--- config.mk ---
export PLATFORM = sky130hd
export DESIGN_NAME = uart_tx_io
export DESIGN_NICKNAME = d
export VERILOG_FILES = /design/src/rtl/uart_tx_io.sv
export SDC_FILE = /design/constraint.sdc
export NUM_CORES = 1
export LEC_CHECK = 0
export BUFFER_PORTS_ARGS = -buffer_cell sky130_fd_sc_hd__buf_2
export CORE_AREA = 2 2 81 102
export CTS_BUF_LIST = sky130_fd_sc_hd__clkbuf_8
export DETAILED_ROUTE_END_ITERATION = 7
export DIE_AREA = 0 0 83 104
export PLACE_DENSITY = 0.67
export SETUP_SLACK_MARGIN = 0.15
export SLEW_MARGIN = 15
export SYNTH_ARGS = -nofsm -noshare
export SYNTH_HDL_FRONTEND = slang
export SYNTH_SLANG_ARGS = --single-unit
--- constraint.sdc ---
create_clock -name clk -period 7.44 [get_ports clk]
set_input_delay 2.232 -clock clk [delete_from_list [all_inputs] [get_ports clk]]
set_output_delay 2.232 -clock clk [all_outputs]
set_load 0.01 [all_outputs]
--- src/rtl/uart_tx_io.sv ---
// uart_tx_io
// Memory-mapped UART transmitter with a 4-entry byte FIFO.
//
// The CPU sees a 4-byte register window at BASE_ADR..BASE_ADR+3:
//   +0 DATA   write pushes a byte into the FIFO, read returns 8'h00
//   +1 STATUS read only: bit0 full, bit1 empty, bit2 busy, bit3 overflow
//             (sticky); any write clears overflow
//   +2 CTRL   bit0 tx_en (other bits ignored, read 0)
//   +3 reserved, reads 8'h00, writes ignored
//
// Ports:
//   clk            single clock; bus and TX logic act on its rising edge
//   reset          asynchronous, active-high reset
//   adr_bus        CPU address bus
//   cpu_data       CPU write data
//   RW             1 = read, 0 = write
//   sel            combinational window decode, drives the external read mux
//   data_out       registered read data for the CPU data_bus_in
//   tx             serial output, idle high (8N1, LSB first)
//   dbg_fifo_count FIFO occupancy 0..4
//
// Parameters:
//   BASE_ADR  base address of the register window (low two bits ignored)
//   CLK_DIV   clock cycles per serial bit, 2..65535

module uart_tx_io #(
  parameter logic [15:0] BASE_ADR = 16'h6000,
  parameter int          CLK_DIV  = 16
) (
  input  logic        clk,
  input  logic        reset,
  input  logic [15:0] adr_bus,
  input  logic [7:0]  cpu_data,
  input  logic        RW,
  output logic        sel,
  output logic [7:0]  data_out,
  output logic        tx,
  output logic [2:0]  dbg_fifo_count
);

  localparam logic [15:0] BAUD_LAST = 16'(CLK_DIV - 1);

  typedef enum logic [1:0] {
    ST_IDLE,
    ST_START,
    ST_DATA,
    ST_STOP
  } state_t;

  // Register-window decode
  logic       wr_en;
  logic       wr_data_reg;
  logic       wr_status_reg;
  logic       wr_ctrl_reg;

  // FIFO
  logic [7:0] fifo_mem [4];
  logic [1:0] wr_ptr_q, wr_ptr_d;
  logic [1:0] rd_ptr_q, rd_ptr_d;
  logic [2:0] count_q, count_d;
  logic       fifo_empty;
  logic       fifo_full;
  logic       fifo_pop;
  logic       push_ok;
  logic [7:0] fifo_head;

  // Control / status
  logic       overflow_q, overflow_d;
  logic       tx_en_q, tx_en_d;
  logic [7:0] data_out_q, data_out_d;
  logic [7:0] status_byte;

  // Transmitter
  state_t     state_q, state_d;
  logic [15:0] baud_q, baud_d;
  logic [2:0] bit_idx_q, bit_idx_d;
  logic [7:0] shift_q, shift_d;
  logic       tx_q, tx_d;
  logic       baud_done;
  logic       busy;
  logic [2:0] next_bit_idx;

  assign sel            = (adr_bus[15:2] == BASE_ADR[15:2]);
  assign data_out       = data_out_q;
  assign tx             = tx_q;
  assign dbg_fifo_count = count_q;

  // Every edge with the window selected and RW low is one register write,
  // so holding RW low for several cycles yields several writes.
  assign wr_en         = sel & ~RW;
  assign wr_data_reg   = wr_en & (adr_bus[1:0] == 2'd0);
  assign wr_status_reg = wr_en & (adr_bus[1:0] == 2'd1);
  assign wr_ctrl_reg   = wr_en & (adr_bus[1:0] == 2'd2);

  assign fifo_empty   = (count_q == 3'd0);
  assign fifo_full    = (count_q == 3'd4);
  assign fifo_head    = fifo_mem[rd_ptr_q];
  assign busy         = (state_q != ST_IDLE);
  assign baud_done    = (baud_q == BAUD_LAST);
  assign next_bit_idx = bit_idx_q + 3'd1;
  assign status_byte  = {4'b0000, overflow_q, busy, fifo_empty, fifo_full};

  // Transmit sequencing. tx_d is the value the line takes after this edge,
  // so the line comes straight from a flop and never glitches. A pop at the
  // end of STOP jumps straight back into START, giving back-to-back frames
  // with no idle gap.
  always_comb begin
    state_d   = state_q;
    baud_d    = baud_q;
    bit_idx_d = bit_idx_q;
    shift_d   = shift_q;
    tx_d      = tx_q;
    fifo_pop  = 1'b0;

    case (state_q)
      ST_IDLE: begin
        tx_d = 1'b1;
        if (tx_en_q && !fifo_empty) begin
          fifo_pop  = 1'b1;
          shift_d   = fifo_head;
          state_d   = ST_START;
          baud_d    = 16'd0;
          bit_idx_d = 3'd0;
          tx_d      = 1'b0;
        end
      end

      ST_START: begin
        if (baud_done) begin
          baud_d    = 16'd0;
          bit_idx_d = 3'd0;
          state_d   = ST_DATA;
          tx_d      = shift_q[0];
        end else begin
          baud_d = baud_q + 16'd1;
        end
      end

      ST_DATA: begin
        if (baud_done) begin
          baud_d = 16'd0;
          if (bit_idx_q == 3'd7) begin
            state_d = ST_STOP;
            tx_d    = 1'b1;
          end else begin
            bit_idx_d = next_bit_idx;
            tx_d      = shift_q[next_bit_idx];
          end
        end else begin
          baud_d = baud_q + 16'd1;
        end
      end

      ST_STOP: begin
        if (baud_done) begin
          baud_d    = 16'd0;
          bit_idx_d = 3'd0;
          if (tx_en_q && !fifo_empty) begin
            fifo_pop = 1'b1;
            shift_d  = fifo_head;
            state_d  = ST_START;
            tx_d     = 1'b0;
          end else begin
            state_d = ST_IDLE;
            tx_d    = 1'b1;
          end
        end else begin
          baud_d = baud_q + 16'd1;
        end
      end

      default: begin
        state_d   = ST_IDLE;
        baud_d    = 16'd0;
        bit_idx_d = 3'd0;
        tx_d      = 1'b1;
      end
    endcase
  end

  // FIFO bookkeeping. A push into a full FIFO still succeeds when the
  // transmitter pops on the same edge; the slot being written is the one
  // being read, and the read sees the old contents, so order is preserved.
  always_comb begin
    push_ok  = wr_data_reg && (!fifo_full || fifo_pop);
    wr_ptr_d = wr_ptr_q;
    rd_ptr_d = rd_ptr_q;
    count_d  = count_q;

    if (push_ok) begin
      wr_ptr_d = wr_ptr_q + 2'd1;
    end
    if (fifo_pop) begin
      rd_ptr_d = rd_ptr_q + 2'd1;
    end

    case ({push_ok, fifo_pop})
      2'b10:   count_d = count_q + 3'd1;
      2'b01:   count_d = count_q - 3'd1;
      default: count_d = count_q;
    endcase
  end

  // Control register and sticky overflow. The set term comes last so a
  // rejected push wins over a clear on the same edge.
  always_comb begin
    tx_en_d    = tx_en_q;
    overflow_d = overflow_q;

    if (wr_ctrl_reg) begin
      tx_en_d = cpu_data[0];
    end
    if (wr_status_reg) begin
      overflow_d = 1'b0;
    end
    if (wr_data_reg && !push_ok) begin
      overflow_d = 1'b1;
    end
  end

  // Read data is captured on every selected edge, regardless of RW, and
  // simply holds when the window is not selected. Reads never alter state.
  always_comb begin
    data_out_d = data_out_q;
    if (sel) begin
      case (adr_bus[1:0])
        2'd0:    data_out_d = 8'h00;
        2'd1:    data_out_d = status_byte;
        2'd2:    data_out_d = {7'b0000000, tx_en_q};
        default: data_out_d = 8'h00;
      endcase
    end
  end

  // FIFO storage has no reset; its contents are meaningless while the
  // pointers say the slots are empty.
  always_ff @(posedge clk) begin
    if (push_ok) begin
      fifo_mem[wr_ptr_q] <= cpu_data;
    end
  end

  // All control state. Reset aborts any frame in flight, drops queued
  // bytes and forces the line high without waiting for a clock.
  always_ff @(posedge clk or posedge reset) begin
    if (reset) begin
      wr_ptr_q   <= 2'd0;
      rd_ptr_q   <= 2'd0;
      count_q    <= 3'd0;
      overflow_q <= 1'b0;
      tx_en_q    <= 1'b1;
      data_out_q <= 8'h00;
      state_q    <= ST_IDLE;
      baud_q     <= 16'd0;
      bit_idx_q  <= 3'd0;
      shift_q    <= 8'h00;
      tx_q       <= 1'b1;
    end else begin
      wr_ptr_q   <= wr_ptr_d;
      rd_ptr_q   <= rd_ptr_d;
      count_q    <= count_d;
      overflow_q <= overflow_d;
      tx_en_q    <= tx_en_d;
      data_out_q <= data_out_d;
      state_q    <= state_d;
      baud_q     <= baud_d;
      bit_idx_q  <= bit_idx_d;
      shift_q    <= shift_d;
      tx_q       <= tx_d;
    end
  end

endmodule
==> metrics.yaml, run 1 <==
p_int_mw: 0.693
syn_avg_cell_area_sq_um: 12.5
yosysUniqueCellTypes: 52
grt_pass1_vias: 2432
worstMarginPinSlew_ns: 0.785
p_sw_share_pct: 30.9
synth-seq-cells: 75
peakVddDrop_v: 0.000228
post_cts_resized: 0
die_y_um: 104
core_area_sq_um: 7700
run_status: "finished clean"
reg2reg_to: "dbg_fifo_count[2]"
fmax_mhz: 185
min_path_cells: 2
drt-total-wl_um: 6650
cts-root-buf: "clkbuf_8"
synthesis.instances: 292
cts_made_buffers: 9
postCtsSetupBuffers: 0
grtUsageTotal_pct: 16.4
rrSetupSlack_ns: 4.33
tritoncts: "built"
drtIter0Drc: 145
initial_utilization_pct: 47.4
insertion_delay_ns: 0.35
powerDensity_nw_per_um2: 243
finalCriticalPeriod_ns: 5.40
detail_route.vias_per_cell: 5.52
crit_top_cell: "buf_2"
p_switching_mw: 0.310
tns_ns: 0
path_cells: "buf_2 -> nor4_1 -> nand4_1 -> inv_1 -> buf_2"
layout_common_cells: "dfrtp_1 (41), buf_2 (35), edfxtp_1 (32)"
cp.required_ns: 5.21
crit_fanout: 3
synth_area_sq_um: 3650
dieArea_sq_um: 8630
ff_latch_area_sq_um: 2040
synth_ff_type: "dfrtp_1"
hold_class: "reg -> reg"
multiInputGateArea_sq_um: 1510
slowest_stage: "nor4_1"
min_to: "data_out[2]"
grt_pass1_wl_um: 11400
clock_sinks: 75
finalSetupViolations: 0
cp-start-kind: "input pin"
ant_nets: 0
ys_seq_area_share_pct: 55.8
gp_congestion: 0.772
p_total_mw: 1.00
critical_path.max_stage_delay_ns: 0.41
drt_drc_violations_left: 0
holdBufCountCts: 0
dr.pass1.iters: 4
drv_cap: 0
yosysWarnings: 0
crit_arrival_ns: 3.17
final_hold_viol_count: 0
rr_startpoint: "baud_q[15]"
drive_gt1_share_pct: 23.8
n_antenna_cell: 0
finalMaxSlewViolations: 0
ff2ff_path_depth: 7
antenna_found_initial: 0
gr-total-overflow: 0
final.fill_count: 657
period_share_pct: 72.6
worst_setup_path_end_kind: "output port"
synth-edff-count: 32
ios: 40
die_w_um: 83
post-dp-hpwl_um: 4840
async_flop_share_pct: 57.3
critPathLaunch: "adr_bus[3]"
numPortBuffers: 35
fin_nets: 378
layout_commonest_cell: "dfrtp_1"
fin_skew_ns: 0.00939
area_growth_pct: 13.0
hp-start: "data_out[2]"
power_frac_seq_pct: 47.6
leakage_nw: 1.74
share_comb_of_total_power_pct: 19.9
wl_per_cell_um: 15.3
clockBufferDepth: 2
critPathTopFamily: "simple AND/OR/NAND/NOR gates"
clk_pin_slew_ns: 0.08
fp-row-count: 36
path_class: "in -> out"
grt_max_degree: 44
pwr-share-clk_pct: 32.5
rsz0062_at_grt: "no"
cp_num_buf_inv: 3
htreeDepth: 3
maxSlewHeadroom_pct: 47.4
vias: 2400
==> per-stage QoR <==
stage	worst slack [ns]	instances	instance area [sq um]	util [%]	hold slack, ns
6_report	2.04	435	4130	53.6	0.486
4_1_cts	2.03	435	4130	53.6	0.493
2_1_floorplan	2.29	295	3670	-	0.468
3_5_place_dp	2.03	419	3930	51.0	0.473
3_3_place_gp	2.03	419	3930	51.0	0.467
5_1_grt	1.90	435	4130	53.6	0.523
==> how the worst max path moves through the flow <==
stage               cells after the start   to  slack, ns
global placement                        5  sel       2.03
finish                                  5  sel       2.04
floorplan                               3  sel       2.29
CTS                                     5  sel       2.03
global route                            5  sel       1.90
detailed placement                      5  sel       2.03
==> synthesized netlist by cell type, types with 2 or more instances <==
master / n / area (sq um)
a21oi_1: 3 / 15.0
a22o_1: 3 / 26.3
a31oi_1: 2 / 12.5
and3_1: 2 / 12.5
buf_1: 2 / 7.51
buf_4: 4 / 30.0
dfrtp_1: 41 / 1030
dfstp_2: 2 / 52.6
edfxtp_1: 32 / 961
ha_1: 15 / 188
inv_1: 21 / 78.8
mux2_2: 9 / 101
mux2i_1: 3 / 30.0
mux4_2: 10 / 225
nand2_1: 18 / 67.6
nand3_1: 9 / 45.0
nand4_1: 9 / 56.3
nor2_1: 30 / 113
nor3_1: 6 / 30.0
nor4_1: 3 / 18.8
nor4_2: 2 / 25.0
nor4b_1: 3 / 26.3
o211ai_1: 2 / 15.0
o21ai_0: 11 / 55.1
o21ai_1: 2 / 10.0
o31ai_1: 6 / 45.0
or4_1: 2 / 15.0
or4_4: 3 / 33.8
xnor2_1: 6 / 52.6
xor2_1: 9 / 78.8
==> kinds of logic after synthesis <==
| group | count (synthesis) | share of synthesized area (%) |
|---|---|---|
| mux | 24 | 10.5 |
| compound gates | 38 | 7.19 |
| xor+xnor | 15 | 3.59 |
| simple gates | 95 | 13.9 |
| fa+ha+maj | 16 | 5.68 |
| buf+inv | 28 | 3.29 |
| flops | 75 | 55.8 |
| other cells | 1 | 0.103 |
==> area by class of cell <==
cell class,instances,area share (%)
sequential,75,49.4
multi-input combinational,192,36.5
clock inverter,7,1.97
timing repair buffer,36,4.42
clock buffer,9,3.00
inverter,21,1.91
tap,95,2.88
==> per-layer routing <==
metal	wire length [um]	track usage, %	vias to the layer above
met5	0	0	-
met4	137	6.91	0
met3	132	2.70	12
met2	3450	28.0	33
met1	2930	20.7	1201
li1	-	-	1154
==> power groups by stage <==
stage / Combinational, mW / Sequential [mW] / Clock, mW
floorplan: 0.151 / 0.482 / 0
global placement: 0.197 / 0.485 / 0
detailed placement: 0.201 / 0.486 / 0
CTS: 0.202 / 0.477 / 0.333
global route: 0.229 / 0.481 / 0.349
finish: 0.199 / 0.478 / 0.326
==> flip-flops by register name, summed over array words and instances, names as in the netlist, 2 cells and up <==
register	cells
bit_idx_q	3
baud_q	16
wr_ptr_q	2
shift_q	8
dbg_fifo_count	3
data_out	4
state_q	2
fifo_mem	32
rd_ptr_q	2
==> worst register-to-register path, delay by kind of cell (launching register included) <==
family                   cells  cell delay, ns
AO/OA/AOI/OAI                2            0.40
adder cells (fa/ha/maj)      1            0.43
flip-flops                   1            0.42
AND/OR/NAND/NOR              4            1.79
Note: power is estimated with default switching activity, not from simulation.
==> run 2: changes to the inputs <==
- PLACE_DENSITY: 0.67 -> 0.7
- clock period: 7.44 -> 4.7 ns (I/O delays scaled with it)
==> run 2 against run 1 <==
Clock power up 42%. Highest routed layer unchanged. Worst setup slack worse by 1.1 ns. Sequential cell count unchanged. Sequential power up 58%. Global-route usage down 0.42 points. Cell count unchanged. Total power up 53%. Register-to-register slack worse by 2.8 ns.
==> metrics.yaml, run 2 (synthesis results as in run 1) <==
crit_top_cell: "buf_2"  # unchanged
hold_class: "reg -> reg"  # unchanged
reg2reg_to: "dbg_fifo_count[2]"  # unchanged
p_int_mw: 1.04  # was 0.693 mW
post-dp-hpwl_um: 4710  # was 4840 um
clockBufferDepth: 2  # unchanged
path_depth: 5  # unchanged
top_regs: "fifo_mem x32, baud_q x16, shift_q x8"  # unchanged
crit_end: "sel"  # unchanged
largest_register_ffs: 32  # unchanged
p_sw_share_pct: 32.0  # was 30.9%
htreeDepth: 3  # unchanged
finalMaxSlewViolations: 0  # unchanged
share_comb_of_total_power_pct: 20.4  # was 19.9%
layout_commonest_cell: "dfrtp_1"  # unchanged
ant_nets: 0  # unchanged
clk_pin_slew_ns: 0.09  # was 0.08 ns
rr_startpoint: "baud_q[11]"  # was baud_q[15]
p_switching_mw: 0.491  # was 0.310 mW
cp.required_ns: 3.29  # was 5.21 ns
fin_nets: 378  # unchanged
crit_fanout: 3  # unchanged
path_class: "in -> out"  # unchanged
leakage_nw: 1.72  # was 1.74 nW
dp.cells: 419  # unchanged
worstMarginPinSlew_ns: 0.776  # was 0.785 ns
detail_route.vias_per_cell: 5.48  # was 5.52
critical_path.max_stage_delay_ns: 0.44  # was 0.41 ns
fp-row-count: 36  # unchanged
crit_arrival_ns: 2.39  # was 3.17 ns
gr-total-overflow: 0  # unchanged
insertion_delay_ns: 0.35  # about the same
dieArea_sq_um: 8630  # unchanged
wl_per_cell_um: 14.8  # was 15.3 um
numPortBuffers: 35  # unchanged
rrSetupSlack_ns: 1.52  # was 4.33 ns
drt-total-wl_um: 6440  # was 6650 um
gp_congestion: 0.815  # was 0.772
dr.pass1.iters: 4  # unchanged
fmax_mhz: 263
vias: 2382  # was 2,400
die_y_um: 104  # unchanged
postCtsSetupBuffers: 0  # unchanged
powerDensity_nw_per_um2: 373  # was 243 nW/um^2
pwr-share-clk_pct: 30.2  # was 32.5%
final_hold_viol_count: 0  # unchanged
n_antenna_cell: 0  # unchanged
grt_max_degree: 44  # unchanged
cp_num_buf_inv: 3  # unchanged
slowest_stage: "nor4_1"  # unchanged
initial_utilization_pct: 47.4  # unchanged
holdBufCountCts: 0  # unchanged
path_cells: "buf_2 -> nor4_1 -> nand4_1 -> inv_1 -> buf_2"  # unchanged
grt_pass1_vias: 2451  # was 2,432
top_register: "fifo_mem"  # unchanged
area_growth_pct: 12.5  # was 13.0%
cts_made_buffers: 9  # unchanged
drive_gt1_share_pct: 23.8  # unchanged
antenna_found_initial: 0  # unchanged
final.fill_count: 658  # was 657
grt_pass1_wl_um: 11200  # was 11,400 um
drv_cap: 0  # unchanged
critPathLaunch: "adr_bus[3]"  # unchanged
post_cts_resized: 0  # unchanged
clock_sinks: 75  # unchanged
fin_skew_ns: 0.00926  # was 0.00939 ns
tritoncts: "built"  # unchanged
utilization_pct: 53.4  # was 53.6%
drt_drc_violations_left: 0  # unchanged
tns_ns: 0  # unchanged
min_path_cells: 2  # unchanged
cp-start-kind: "input pin"  # unchanged
critPathTopFamily: "simple AND/OR/NAND/NOR gates"  # unchanged
drtIter0Drc: 164  # was 145
finalSetupViolations: 0  # unchanged
run_status: "finished clean"  # unchanged
maxSlewHeadroom_pct: 48.1  # was 47.4%
final_area_sq_um: 4110  # was 4130 sq um
ff2ff_path_depth: 7  # unchanged
finalCriticalPeriod_ns: 3.80
power_frac_seq_pct: 49.4  # was 47.6%
worst_setup_path_end_kind: "output port"  # unchanged
rsz0062_at_grt: "no"  # unchanged
core_area_sq_um: 7700  # unchanged
layout_common_cells: "dfrtp_1 (41), buf_2 (35), edfxtp_1 (32)"  # unchanged
die_w_um: 83  # unchanged
grtUsageTotal_pct: 16.0  # was 16.4%
period_share_pct: 80.9
cts-root-buf: "clkbuf_8"  # unchanged
ios: 40  # unchanged
peakVddDrop_v: 0.000213  # was 0.000228 V
place_area_sq_um: 3930  # unchanged
final_cells: 435  # unchanged
## run 2: cell types whose count changed in the layout (fill, tap and decap cells not counted)
cell        change
clkinvlp_4      +2
clkinv_4        +1
bufinv_16       -1
inv_6           -3
inv_8           +1
## run 2: how the worst min path moves through the flow
| stage | slack (ns) | endpoint | startpoint |
|---|---|---|---|
| floorplan | 0.47 | overflow_q | overflow_q |
| global placement | 0.46 | data_out[1] | data_out[1] |
| detailed placement | 0.47 | data_out[2] | data_out[2] |
| CTS | 0.49 | data_out[2] | data_out[2] |
| global route | 0.51 | data_out[2] | data_out[2] |
| finish | 0.49 | data_out[2] | data_out[2] |
## run 2: power groups by stage
| stage | logic, mW | clock network [mW] | registers [mW] |
|---|---|---|---|
| 2_1_floorplan | 0.239 | 0 | 0.763 |
| 3_3_place_gp | 0.307 | 0 | 0.768 |
| 3_5_place_dp | 0.318 | 0 | 0.770 |
| 4_1_cts | 0.318 | 0.474 | 0.756 |
| 5_1_grt | 0.362 | 0.494 | 0.763 |
| 6_report | 0.313 | 0.462 | 0.757 |
## run 2: layout make-up
class	instances	area, sq um	share of cell area [%]
sequential	75	2040	49.6
inverter	21	78.8	1.92
clock buffer	9	124	3.01
timing repair buffer	36	183	4.44
clock inverter	7	60.1	1.46
tap	95	119	2.89
multi-input combinational	192	1510	36.7
## run 2: worst min-delay path, stage by stage (launching register included)
cell and delay [ns]:
dfrtp_1 0.35, nand2_1 0.05, o31ai_1 0.05
## run 2: per-stage QoR
step	hold slack, ns	worst slack [ns]	power, mW
CTS	0.492	0.886	1.55
global placement	0.460	0.938	1.07
floorplan	0.468	1.19	1.00
finish	0.485	0.900	1.53
detailed placement	0.472	0.886	1.09
global route	0.509	0.611	1.62
## run 2: layer usage
| layer | vias up | global-route usage [%] | share of wire [%] |
|---|---|---|---|
| met5 | - | 0 | 0 |
| met4 | 0 | 7.26 | 1.6 |
| met3 | 9 | 2.46 | 1.7 |
| met2 | 27 | 27.4 | 53 |
| met1 | 1185 | 19.9 | 44 |
| li1 | 1161 | - | - |
